### src/rtl/spi_arbiter.sv
// Round-robin arbiter granting NREQ requesters exclusive use of one SPI byte engine.
// Each grant runs 1..4 bytes under a single cs-low window, with a per-byte timeout.
module spi_arbiter #(
  parameter int NREQ    = 3,
  parameter int TIMEOUT = 1023
) (
  input  logic                clk,
  input  logic                rst,
  input  logic [NREQ-1:0]     req,
  input  logic [2*NREQ-1:0]   len,
  input  logic [8*NREQ-1:0]   tx_data,
  output logic [NREQ-1:0]     gnt,
  output logic [NREQ-1:0]     byte_ack,
  output logic [7:0]          rx_data,
  output logic [NREQ-1:0]     rx_valid,
  output logic [NREQ-1:0]     txn_done,
  output logic [NREQ-1:0]     err,
  output logic                cs,
  output logic                spi_start,
  output logic [7:0]          spi_tx,
  input  logic                spi_done,
  input  logic [7:0]          spi_rx
);

  localparam int PW = $clog2(NREQ);
  localparam int TW = $clog2(TIMEOUT + 1);

  typedef enum logic [2:0] {IDLE, SETUP, START, WAIT, HOLD} state_t;

  state_t          state;
  logic [PW-1:0]   ptr;
  logic [PW-1:0]   winner;
  logic [PW-1:0]   pick;
  logic [PW-1:0]   pick_next;
  logic [1:0]      cnt;
  logic [TW-1:0]   timer;
  logic [7:0]      cur_tx;

  // NOTE: combinational logic uses blocking '=' with a default assigned first,
  // so every path drives every signal and no latch is inferred.
  always_comb begin
    int idx;
    pick = ptr;
    // Scanning from the farthest offset down lets the requester closest to ptr win.
    for (int i = NREQ - 1; i >= 0; i--) begin
      idx = int'(ptr) + i;
      if (idx >= NREQ) idx = idx - NREQ;
      if (req[idx]) pick = PW'(idx);
    end
    pick_next = (pick == PW'(NREQ - 1)) ? '0 : pick + PW'(1);
    cur_tx    = tx_data[8*int'(winner) +: 8];
  end

  // NOTE: sequential state uses non-blocking '<=' so every register samples
  // pre-edge values regardless of statement order.
  always_ff @(posedge clk) begin
    if (rst) begin
      state     <= IDLE;
      ptr       <= '0;
      winner    <= '0;
      cnt       <= '0;
      timer     <= '0;
      cs        <= 1'b1;
      gnt       <= '0;
      spi_start <= 1'b0;
      spi_tx    <= '0;
      byte_ack  <= '0;
      rx_data   <= '0;
      rx_valid  <= '0;
      txn_done  <= '0;
      err       <= '0;
    end else begin
      spi_start <= 1'b0;
      byte_ack  <= '0;
      rx_valid  <= '0;
      txn_done  <= '0;
      err       <= '0;
      case (state)
        IDLE: begin
          if (|req) begin
            winner <= pick;
            ptr    <= pick_next;
            gnt    <= NREQ'(1) << pick;
            cnt    <= len[2*int'(pick) +: 2];
            cs     <= 1'b0;
            state  <= SETUP;
          end else begin
            cs  <= 1'b1;
            gnt <= '0;
          end
        end
        SETUP: begin
          spi_start <= 1'b1;
          spi_tx    <= cur_tx;
          byte_ack  <= gnt;
          state     <= START;
        end
        START: begin
          // The launch cycle counts, so err lands exactly TIMEOUT cycles after spi_start.
          timer <= TW'(1);
          state <= WAIT;
        end
        WAIT: begin
          if (spi_done) begin
            rx_data  <= spi_rx;
            rx_valid <= gnt;
            if (cnt == 2'd0) begin
              txn_done <= gnt;
              gnt      <= '0;
              cs       <= 1'b1;
              state    <= HOLD;
            end else begin
              cnt       <= cnt - 2'd1;
              spi_start <= 1'b1;
              spi_tx    <= cur_tx;
              byte_ack  <= gnt;
              state     <= START;
            end
          end else if (timer == TW'(TIMEOUT - 1)) begin
            err   <= gnt;
            gnt   <= '0;
            cs    <= 1'b1;
            state <= HOLD;
          end else begin
            timer <= timer + TW'(1);
          end
        end
        HOLD: state <= IDLE;
        default: state <= IDLE;
      endcase
    end
  end

endmodule

### config.mk
export PLATFORM = sky130hd
export DESIGN_NAME = spi_arbiter
export DESIGN_NICKNAME = d
export VERILOG_FILES = /design/src/rtl/spi_arbiter.sv
export SDC_FILE = /design/constraint.sdc
export NUM_CORES = 1
export LEC_CHECK = 0
export BUFFER_PORTS_ARGS = -buffer_cell sky130_fd_sc_hd__clkbuf_2
export CORE_UTILIZATION = 55
export DETAILED_ROUTE_END_ITERATION = 16
export GPL_ROUTABILITY_DRIVEN = 0
export HOLD_SLACK_MARGIN = 0.1
export MAX_ROUTING_LAYER = met4
export PLACE_DENSITY_LB_ADDON = 0.1
export SLEW_MARGIN = 15
export SYNTH_ARGS = -nofsm -noshare
export SYNTH_HDL_FRONTEND = slang
export SYNTH_SLANG_ARGS = --single-unit
### constraint.sdc
create_clock -name clk -period 6 [get_ports clk]
set_clock_uncertainty 0.2 [all_clocks]
set_input_delay 0.6 -clock clk [delete_from_list [all_inputs] [get_ports clk]]
set_output_delay 0.6 -clock clk [all_outputs]
set_load 0.1 [all_outputs]
# --- After elaboration in Yosys (flattened, before gate mapping) ---
# Cells that the tools add are included.
word_totals:
  reg_bits: 52
  inputBits: 44
  output_inout_bits: 33
op_classes:
  add_sub_neg: 8
  order_cmp: 6
  n_eq_ne: 12
  shifts: 3
  mux: 46
  bitwise: 4
  reduce_logical: 17
ops:
  columns: ["cell", "n"]
  rows:
  - ["$lt 32x4->1 const B", 3]
  - ["$mux 32", 3]
  - ["$mux 3", 9]
  - ["$shiftx 24x6->8", 1]
  - ["$mux 10", 2]
  - ["$pmux 10 s2", 1]
  - ["$mux 8", 2]
  - ["$pmux 8 s2", 1]
  - ["$mux 2", 7]
  - ["$mux 1", 12]
  - ["$pmux 3 s2", 2]
  - ["$pmux 3 s4", 1]
  - ["$add 10x1->10 const B", 1]
  - ["$eq 10x10->1 const B", 1]
  - ["$ne 2x2->1 const B", 5]
  - ["$reduce_and 3->1", 3]
  - ["$reduce_and 2->1", 4]
  - ["$reduce_or 4->1", 2]
  - ["$sub 3x2->4 const B", 2]
  - ["$bmux 1 s2", 3]
  - ["$eq 3x2->1 const B", 2]
  - ["$ge 3x2->1 const B", 2]
  - ["$ne 3x3->1 const B", 2]
  - ["$reduce_bool 2->1", 3]
  - ["17 further kinds", 22]

# --- Longest topological paths before layout ---
# Gate-level depths: netlist (run 1).
depth:
  ltp_word: 12
  ltp_mapped: 9

# --- Least setup slack after synthesis (run 1) ---
# OpenSTA, ideal clock, no wires.
synth_path:
  kind: "register to register"
  startpoint: "register ptr[0]"
  endpoint: "register gnt[0]"
  arrival_time_ps: 1752
  path_slack_ps: 3920
  path_stages_with_launch: 9
  path_cell_list: "dfxtp_1 inv_1 ha_1 mux2_2 a221o_1 o22ai_2 nor2_2 a22oi_1 nor2_1"
synth_via:
  elab_chain_cells: 12
  elab_cells_between_ends: 26
synth_rtl:
  columns: ["element", "line", "text"]
  rows:
  - ["start, declared", "31", "logic [PW-1:0] ptr;"]
  - ["start signal, assigned", "82", "ptr <= pick_next;"]
  - ["$add 2x2->3", "46", "idx = int'(ptr) + i;"]
  - ["$sub 3x2->4 or $ge 3x2->1 (tied branches)", "47", "if (idx >= NREQ) idx = idx - NREQ;"]
  - ["$mux 32", "47", null]
  - ["$bmux 1 s2", "48", "if (req[idx]) pick = PW'(idx);"]
  - ["$mux 1 (implied by the code) (2 in a row)", "48", null]
  - ["$mux 2 (2 in a row)", "48", null]
  - ["$mux 2 *", "48", null]
  - ["$shl 1x2->3 *", "83", "gnt <= NREQ'(1) << pick;"]
  - ["$mux 3 *", "80", "if (|req) begin"]
  - ["$pmux 3 s2 *", "78", "case (state)"]
  - ["end signal, assigned", "83", null]
  - ["end, declared", "12", "output logic [NREQ-1:0] gnt,"]
# Every way passes the cells marked *; elsewhere a longest branch is shown, timed or not. The select of a mux whose other input is x is not followed.
# A chain may end at the register's enable or synchronous reset.

# --- Final worst setup path (run 1) ---
# Same ends and word-level chain as after synthesis.

==> impl_metrics.py, run 1 <==
metrics = {
    "floorplan": {
        "start_util": 0.571,
        "core_area_sq_um": 4320,
        "die-area_sq_um": 4760,
        "die_w_um": 69.0,
        "die_h_um": 69.0,
        "io_pins": 77,
        "rows": 24,
    },
    "clock_network": {
        "cts.sinks": 52,
        "clkTransAtPathRegs_ns": 0.10,
        "cts_setup_buffers": 0,
        "cts_tree": "built",
        "numCtsBuffers": 5,
        "h-tree-depth": 2,
        "cts_resized": 0,
        "clk_latency_ns": 0.30,
        "hold_buffers": 0,
        "clockBufferDepth": 2,
        "cts.root.buffer_cell": "clkbuf_8",
    },
    "pwr": {
        "internal_power_w": 0.000578,
        "leakage_nw": 1.26,
        "power_switching_w": 0.000402,
        "pwr-share-seq": 0.416,
        "ir_drop_mv": 0.213,
        "powerDensity_nw_per_um2": 333,
        "pwr-share-clk": 0.207,
        "pwr-share-comb": 0.377,
        "power_w": 0.000980,
        "switching_share": 0.410,
    },
    "timing": {
        "fmax_mhz": 404,
        "finalSetupViolCount": 0,
        "relSlewSlack": 0.380,
        "fin_tns_setup_ns": 0,
        "period_minus_slack_ns": 2.48,
        "worst_slack_ns": 3.52,
        "rsz0062_at_grt": "false",
        "hold_viol": 0,
        "post-route-period-util": 0.413,
        "slew_viol_final": 0,
        "worst_slew_pin_slew_ns": 0.921,
    },
    "min_path": {
        "min_from": "rx_data[4]",
        "hold_depth": 2,
        "hold_class": "register to register",
        "holdPathEnd": "rx_data[4]",
    },
    "setup_path": {
        "critPathLaunch": "ptr[0]",
        "critPathMaxFanout": 11,
        "r2r-end": "gnt[0]",
        "worst_setup_path_start_kind": "register",
        "required_ns": 5.97,
        "cp.arrival_ns": 2.45,
        "critical_path_class": "register to register",
        "r2r_start": "ptr[0]",
        "r2r_cells": 8,
        "endpoint_kind": "register",
        "r2r_slack_ns": 3.52,
    },
    "route": {
        "remaining_drc_errors": 0,
        "vias_per_cell": 5.28,
        "ant_nets": 0,
        "dr.first_iter.drc_count": 82,
        "routed_wirelength_um": 5020,
        "vias": 2159,
        "detail_route.first_pass.iterations": 5,
        "wl_per_cell_um": 12.3,
    },
    "layout": {
        "n_antenna_cell": 0,
        "syn_to_final_growth_pct": 19.1,
        "final_util": 0.680,
        "fillers": 374,
        "final_nets": 406,
        "drive_above_1_share": 0.280,
    },
    "placed_design": {
        "io_buffers": 76,
        "dp_hpwl_um": 3730,
        "place_ws_ns": 3.54,
    },
    "grt": {
        "grt_pass1_wl_um": 8450,
        "grt.overflow.total": 0,
        "grt_pass1_vias": 1918,
        "track_usage": 0.221,
        "grt_max_degree": 36,
        "antenna_found_initial": 0,
    },
    "synth": {
        "synthMostInstantiatedCell": "dfxtp_1",
        "ys_seq_elements": 52,
        "netlist_area_sq_um": 2470,
        "synth_area_leaders": "dfxtp_1, a21oi_1, nor2_1",
        "async_flop_share": 0,
        "synthDistinctLibCells": 51,
        "synth_common_cells": "dfxtp_1, nor2_1, nand2_1",
        "syn_nets": 337,
        "synth-edff-count": 0,
        "synth_ff_type": "dfxtp_1",
        "synth_top_area_share": 0.421,
        "synth.largest_area_cell": "dfxtp_1",
        "synth_warnings": 0,
        "netlist_instances": 287,
        "seq_area_frac_synth": 0.421,
        "syn_area_per_cell_sq_um": 8.61,
    },
    "run": {
        "max-cap-violations": 0,
    },
    "outcome": {
        "run_status": "finished clean",
    },
}
metrics by stage:
| stage | hold WS, ns | instances | instance area [sq um] |
|---|---|---|---|
| after global routing | 0.285 | 409 | 2940 |
| after floorplan | 0.263 | 287 | 2470 |
| final | 0.257 | 409 | 2940 |
| after CTS | 0.261 | 409 | 2940 |
| after detailed placement | 0.246 | 401 | 2850 |
| after global placement | 0.241 | 401 | 2850 |
cells by family after synthesis:
logic type | share of synthesized area
compound gates | 0.178
xor+xnor | 0.0248
fa+ha+maj | 0.0304
buf+inv | 0.0415
flops | 0.421
mux | 0.0532
simple gates | 0.251
flip-flops by register name, indices dropped and copies added, names as in the netlist:
| signal | flops |
|---|---|
| timer | 10 |
| txn_done | 3 |
| byte_ack | 3 |
| err | 3 |
| rx_valid | 3 |
| winner | 2 |
| gnt | 3 |
| cs | 1 |
| state | 3 |
| spi_tx | 8 |
| rx_data | 8 |
| cnt | 2 |
| spi_start | 1 |
| ptr | 2 |
power by group through the flow:
stage,Clock (W),Sequential [W],Combinational (W)
after floorplan,0,0.000509,0.000210
after global placement,0,0.000414,0.000363
after detailed placement,0,0.000416,0.000370
after CTS,0.000209,0.000407,0.000371
after global routing,0.000222,0.000414,0.000399
final,0.000203,0.000408,0.000369
how the worst max path moves through the flow:
stage / end / slack [ns]
floorplan: gnt[0] / 3.92
global placement: gnt[0] / 3.62
detailed placement: gnt[0] / 3.54
CTS: gnt[0] / 3.52
global route: gnt[0] / 3.36
finish: gnt[0] / 3.52
cell type report:
type	count	area, sq um	share of cell area
multi-input combinational	212	1330	0.451
sequential	52	1040	0.354
timing repair buffer	76	380	0.129
clock buffer	5	68.8	0.0234
tap	52	65.1	0.0221
inverter	9	33.8	0.0115
clock inverter	3	26.3	0.00893
critical path, stage by stage, from the launching register on:
cell and delay [ns]:
dfxtp_1 0.40, inv_1 0.09, ha_1 0.48, mux2_2 0.37
a221o_1 0.30, o22ai_2 0.15, nor2_2 0.10, a22oi_1 0.19
nor2_1 0.06
layer usage:
layer	GRT usage	wire [um]	vias to the layer above
met5	-	0	-
met4	0.0748	63	0
met3	0.0512	182	8
met2	0.357	2430	56
met1	0.272	2340	966
li1	-	-	1129
cells in the final DEF (no fill, tap or decap), types with 3 or more instances in the layout:
| cell | n |
|---|---|
| nand4_1 | 4 |
| ha_1 | 6 |
| nand2b_1 | 7 |
| clkbuf_2 | 76 |
| inv_1 | 9 |
| xor2_1 | 5 |
| nor3_1 | 3 |
| a22oi_1 | 3 |
| nand2_1 | 32 |
| a21oi_1 | 28 |
| nor4_1 | 4 |
| and2_1 | 11 |
| nor2b_1 | 5 |
| dfxtp_1 | 52 |
| and3_1 | 4 |
| a211oi_1 | 12 |
| clkbuf_8 | 5 |
| nor2_1 | 35 |
| nand3_1 | 4 |
| mux2i_1 | 12 |
Power figures use the tool's default switching activity.
==> run 2, diff against run 1 <==
--- a/config.mk
+++ b/config.mk
@@ -5,8 +5,9 @@
 export SDC_FILE = /design/constraint.sdc
 export NUM_CORES = 1
 export LEC_CHECK = 0
+export ABC_AREA = 1
 export BUFFER_PORTS_ARGS = -buffer_cell sky130_fd_sc_hd__clkbuf_2
-export CORE_UTILIZATION = 55
+export CORE_UTILIZATION = 46
 export DETAILED_ROUTE_END_ITERATION = 16
 export GPL_ROUTABILITY_DRIVEN = 0
 export HOLD_SLACK_MARGIN = 0.1
==> constraint.sdc (replaced) <==
create_clock -name clk -period 2.1 [get_ports clk]
set_clock_uncertainty 0.2 [all_clocks]
set_input_delay 0.21 -clock clk [delete_from_list [all_inputs] [get_ports clk]]
set_output_delay 0.21 -clock clk [all_outputs]
set_load 0.1 [all_outputs]
==> run 2 against run 1 <==
  * Hold slack lost 0.14 ns
  * Non-clock buffer count grew 25
  * Cell area grew 13%
  * Critical endpoint is now gnt[2]
  * Sequential share of layout area shrank 3.9 points
==> impl_metrics.py, run 2 <==
metrics = {
    "setup_path": {
        "critPathLaunch": "ptr[0]",
        "r2r_slack_ns": 0.09,
        "critical_path_class": "register to register",
        "r2r-end": "gnt[2]",
        "r2r_cells": 12,
        "r2r_start": "ptr[0]",
        "required_ns": 2.10,
        "worst_setup_path_start_kind": "register",
        "endpoint_kind": "register",
        "critPathMaxFanout": 5,
        "crit_path_end": "gnt[2]",
        "cp.arrival_ns": 2.01,
    },
    "layout": {
        "register_area_sq_um": 1050,
        "multi_input_area_sq_um": 1310,
        "top_register": "timer",
        "syn_to_final_growth_pct": 34.0,
        "n_antenna_cell": 0,
        "mostFrequentLayoutCell": "clkbuf_2",
        "drive_above_1_share": 0.307,
        "layout_common_cells": "clkbuf_2, nor2_1, dfxtp_1",
        "largest_reg_flops": 10,
        "final_nets": 499,
        "fillers": 491,
        "top_regs": "timer x10, rx_data x8, spi_tx x8",
    },
    "synth": {
        "netlist_instances": 346,
        "synthMostInstantiatedCell": "nor2_1",
        "seq_area_frac_synth": 0.419,
        "synth.largest_area_cell": "dfxtp_1",
        "syn_area_per_cell_sq_um": 7.18,
        "netlist_area_sq_um": 2480,
        "synth-edff-count": 0,
        "async_flop_share": 0,
        "synth_top_area_share": 0.419,
        "ys_seq_elements": 52,
        "synth_warnings": 0,
        "synth_area_leaders": "dfxtp_1, nor2_1, a21oi_1",
        "synthDistinctLibCells": 32,
        "synth_ff_type": "dfxtp_1",
        "syn_nets": 396,
        "synth_common_cells": "nor2_1, dfxtp_1, nand2_1",
    },
    "grt": {
        "track_usage": 0.219,
        "antenna_found_initial": 0,
        "grt.overflow.total": 0,
        "grt_max_degree": 22,
        "grt_pass1_vias": 2224,
        "grt_pass1_wl_um": 9320,
    },
    "route": {
        "ant_nets": 0,
        "vias_per_cell": 4.93,
        "remaining_drc_errors": 0,
        "dr.first_iter.drc_count": 76,
        "detail_route.first_pass.iterations": 4,
        "vias": 2561,
        "wl_per_cell_um": 11.3,
        "routed_wirelength_um": 5880,
    },
    "clock_network": {
        "numCtsBuffers": 5,
        "clockBufferDepth": 2,
        "cts_tree": "built",
        "clkTransAtPathRegs_ns": 0.10,
        "clk_latency_ns": 0.31,
        "cts.root.buffer_cell": "clkbuf_8",
        "cts.sinks": 52,
        "h-tree-depth": 2,
    },
    "pwr": {
        "power_switching_w": 0.00158,
        "ir_drop_mv": 0.533,
        "internal_power_w": 0.00185,
        "pwr-share-clk": 0.173,
        "pwr-share-comb": 0.482,
        "leakage_nw": 1.54,
        "pwr-share-seq": 0.345,
        "switching_share": 0.461,
        "powerDensity_nw_per_um2": 1030,
    },
    "timing": {
        "post-route-period-util": 0.959,
        "slew_viol_final": 0,
        "period_minus_slack_ns": 2.01,
        "hold_viol": 0,
        "finalSetupViolCount": 0,
        "fmax_mhz": 497,
        "relSlewSlack": 0.630,
        "worst_slew_pin_slew_ns": 0.557,
        "fin_tns_setup_ns": 0,
        "worst_slack_ns": 0.0868,
    },
    "run": {
        "max-cap-violations": 0,
    },
    "floorplan": {
        "rows": 26,
        "die_h_um": 75.5,
        "die_w_um": 75.5,
        "die-area_sq_um": 5700,
        "io_pins": 77,
        "start_util": 0.483,
        "core_area_sq_um": 5140,
    },
    "outcome": {
        "run_status": "finished clean",
    },
    "placed_design": {
        "place_ws_ns": -0.0410,
        "io_buffers": 76,
        "dp_hpwl_um": 4250,
    },
    "min_path": {
        "hold_class": "primary input to register",
    },
}
## run 2: power groups by stage
stage          clock network [W]  logic, W  registers (W)
6_report                0.000593   0.00166        0.00119
5_1_grt                 0.000649   0.00182        0.00120
4_1_cts                 0.000605   0.00154        0.00118
3_5_place_dp                   0   0.00149        0.00119
3_3_place_gp                   0   0.00147        0.00119
2_1_floorplan                  0  0.000810        0.00159
## run 2: kinds of logic after synthesis
group / after synthesis / synth area share
compound gates: 77 / 0.166
fa+ha+maj: 6 / 0.0302
flops: 52 / 0.419
buf+inv: 53 / 0.0806
xor+xnor: 1 / 0.00353
simple gates: 157 / 0.301
## run 2: how the worst min path moves through the flow
stage | end | start | depth (start not counted)
floorplan | spi_start | rst | 1
global placement | rx_data[5] | spi_rx[5] | 3
detailed placement | rx_data[4] | spi_rx[4] | 3
CTS | spi_tx[6] | tx_data[14] | 5
global route | cnt[1] | len[1] | 7
finish | spi_tx[4] | tx_data[12] | 5
## run 2: routing by layer
metal	GRT usage	wire length (um)	vias up
li1	-	-	1336
met1	0.264	2660	1157
met2	0.376	2930	60
met3	0.0370	221	8
met4	0.0617	76	0
met5	-	0	-
## run 2: what timing repair did
action / in CTS / in global routing
setup buffers: 0 / 3
hold buffers: 18 / 0
gates resized for setup: 2 / 16
pin swaps: 0 / 2
endpoints found under the setup margin: 2 / 8
endpoints found under the hold margin: 29 / 0
## run 2: final cells by class
class                           count  share of cell area
Clock buffer                        5              0.0207
Clock inverter                      3             0.00789
Inverter                           48              0.0541
Multi-Input combinational cell    241               0.392
Sequential cell                    52               0.315
Tap cell                           70              0.0263
Timing Repair Buffer              101               0.184
## run 2: stage by stage
step	power (W)	cell area (sq um)	instances	hold WS (ns)	utilization
after global placement	0.00266	2960	491	0.234	0.576
after global routing	0.00367	3330	520	0.151	0.648
final	0.00344	3330	520	0.113	0.648
after floorplan	0.00240	2480	346	0.0939	-
after CTS	0.00333	3250	517	0.109	0.633
after detailed placement	0.00268	2960	491	0.242	0.576
## run 2: worst max-delay path, cell delays in order (launching register included)
cell and delay [ns]:
dfxtp_4 0.38, inv_2 0.06, ha_4 0.29, inv_2 0.06
nand2_1 0.08, nand3_2 0.08, nand3_1 0.08, nand2_1 0.09
a21oi_4 0.19, buf_4 0.15, buf_4 0.10, nand3b_1 0.10
a21oi_1 0.06
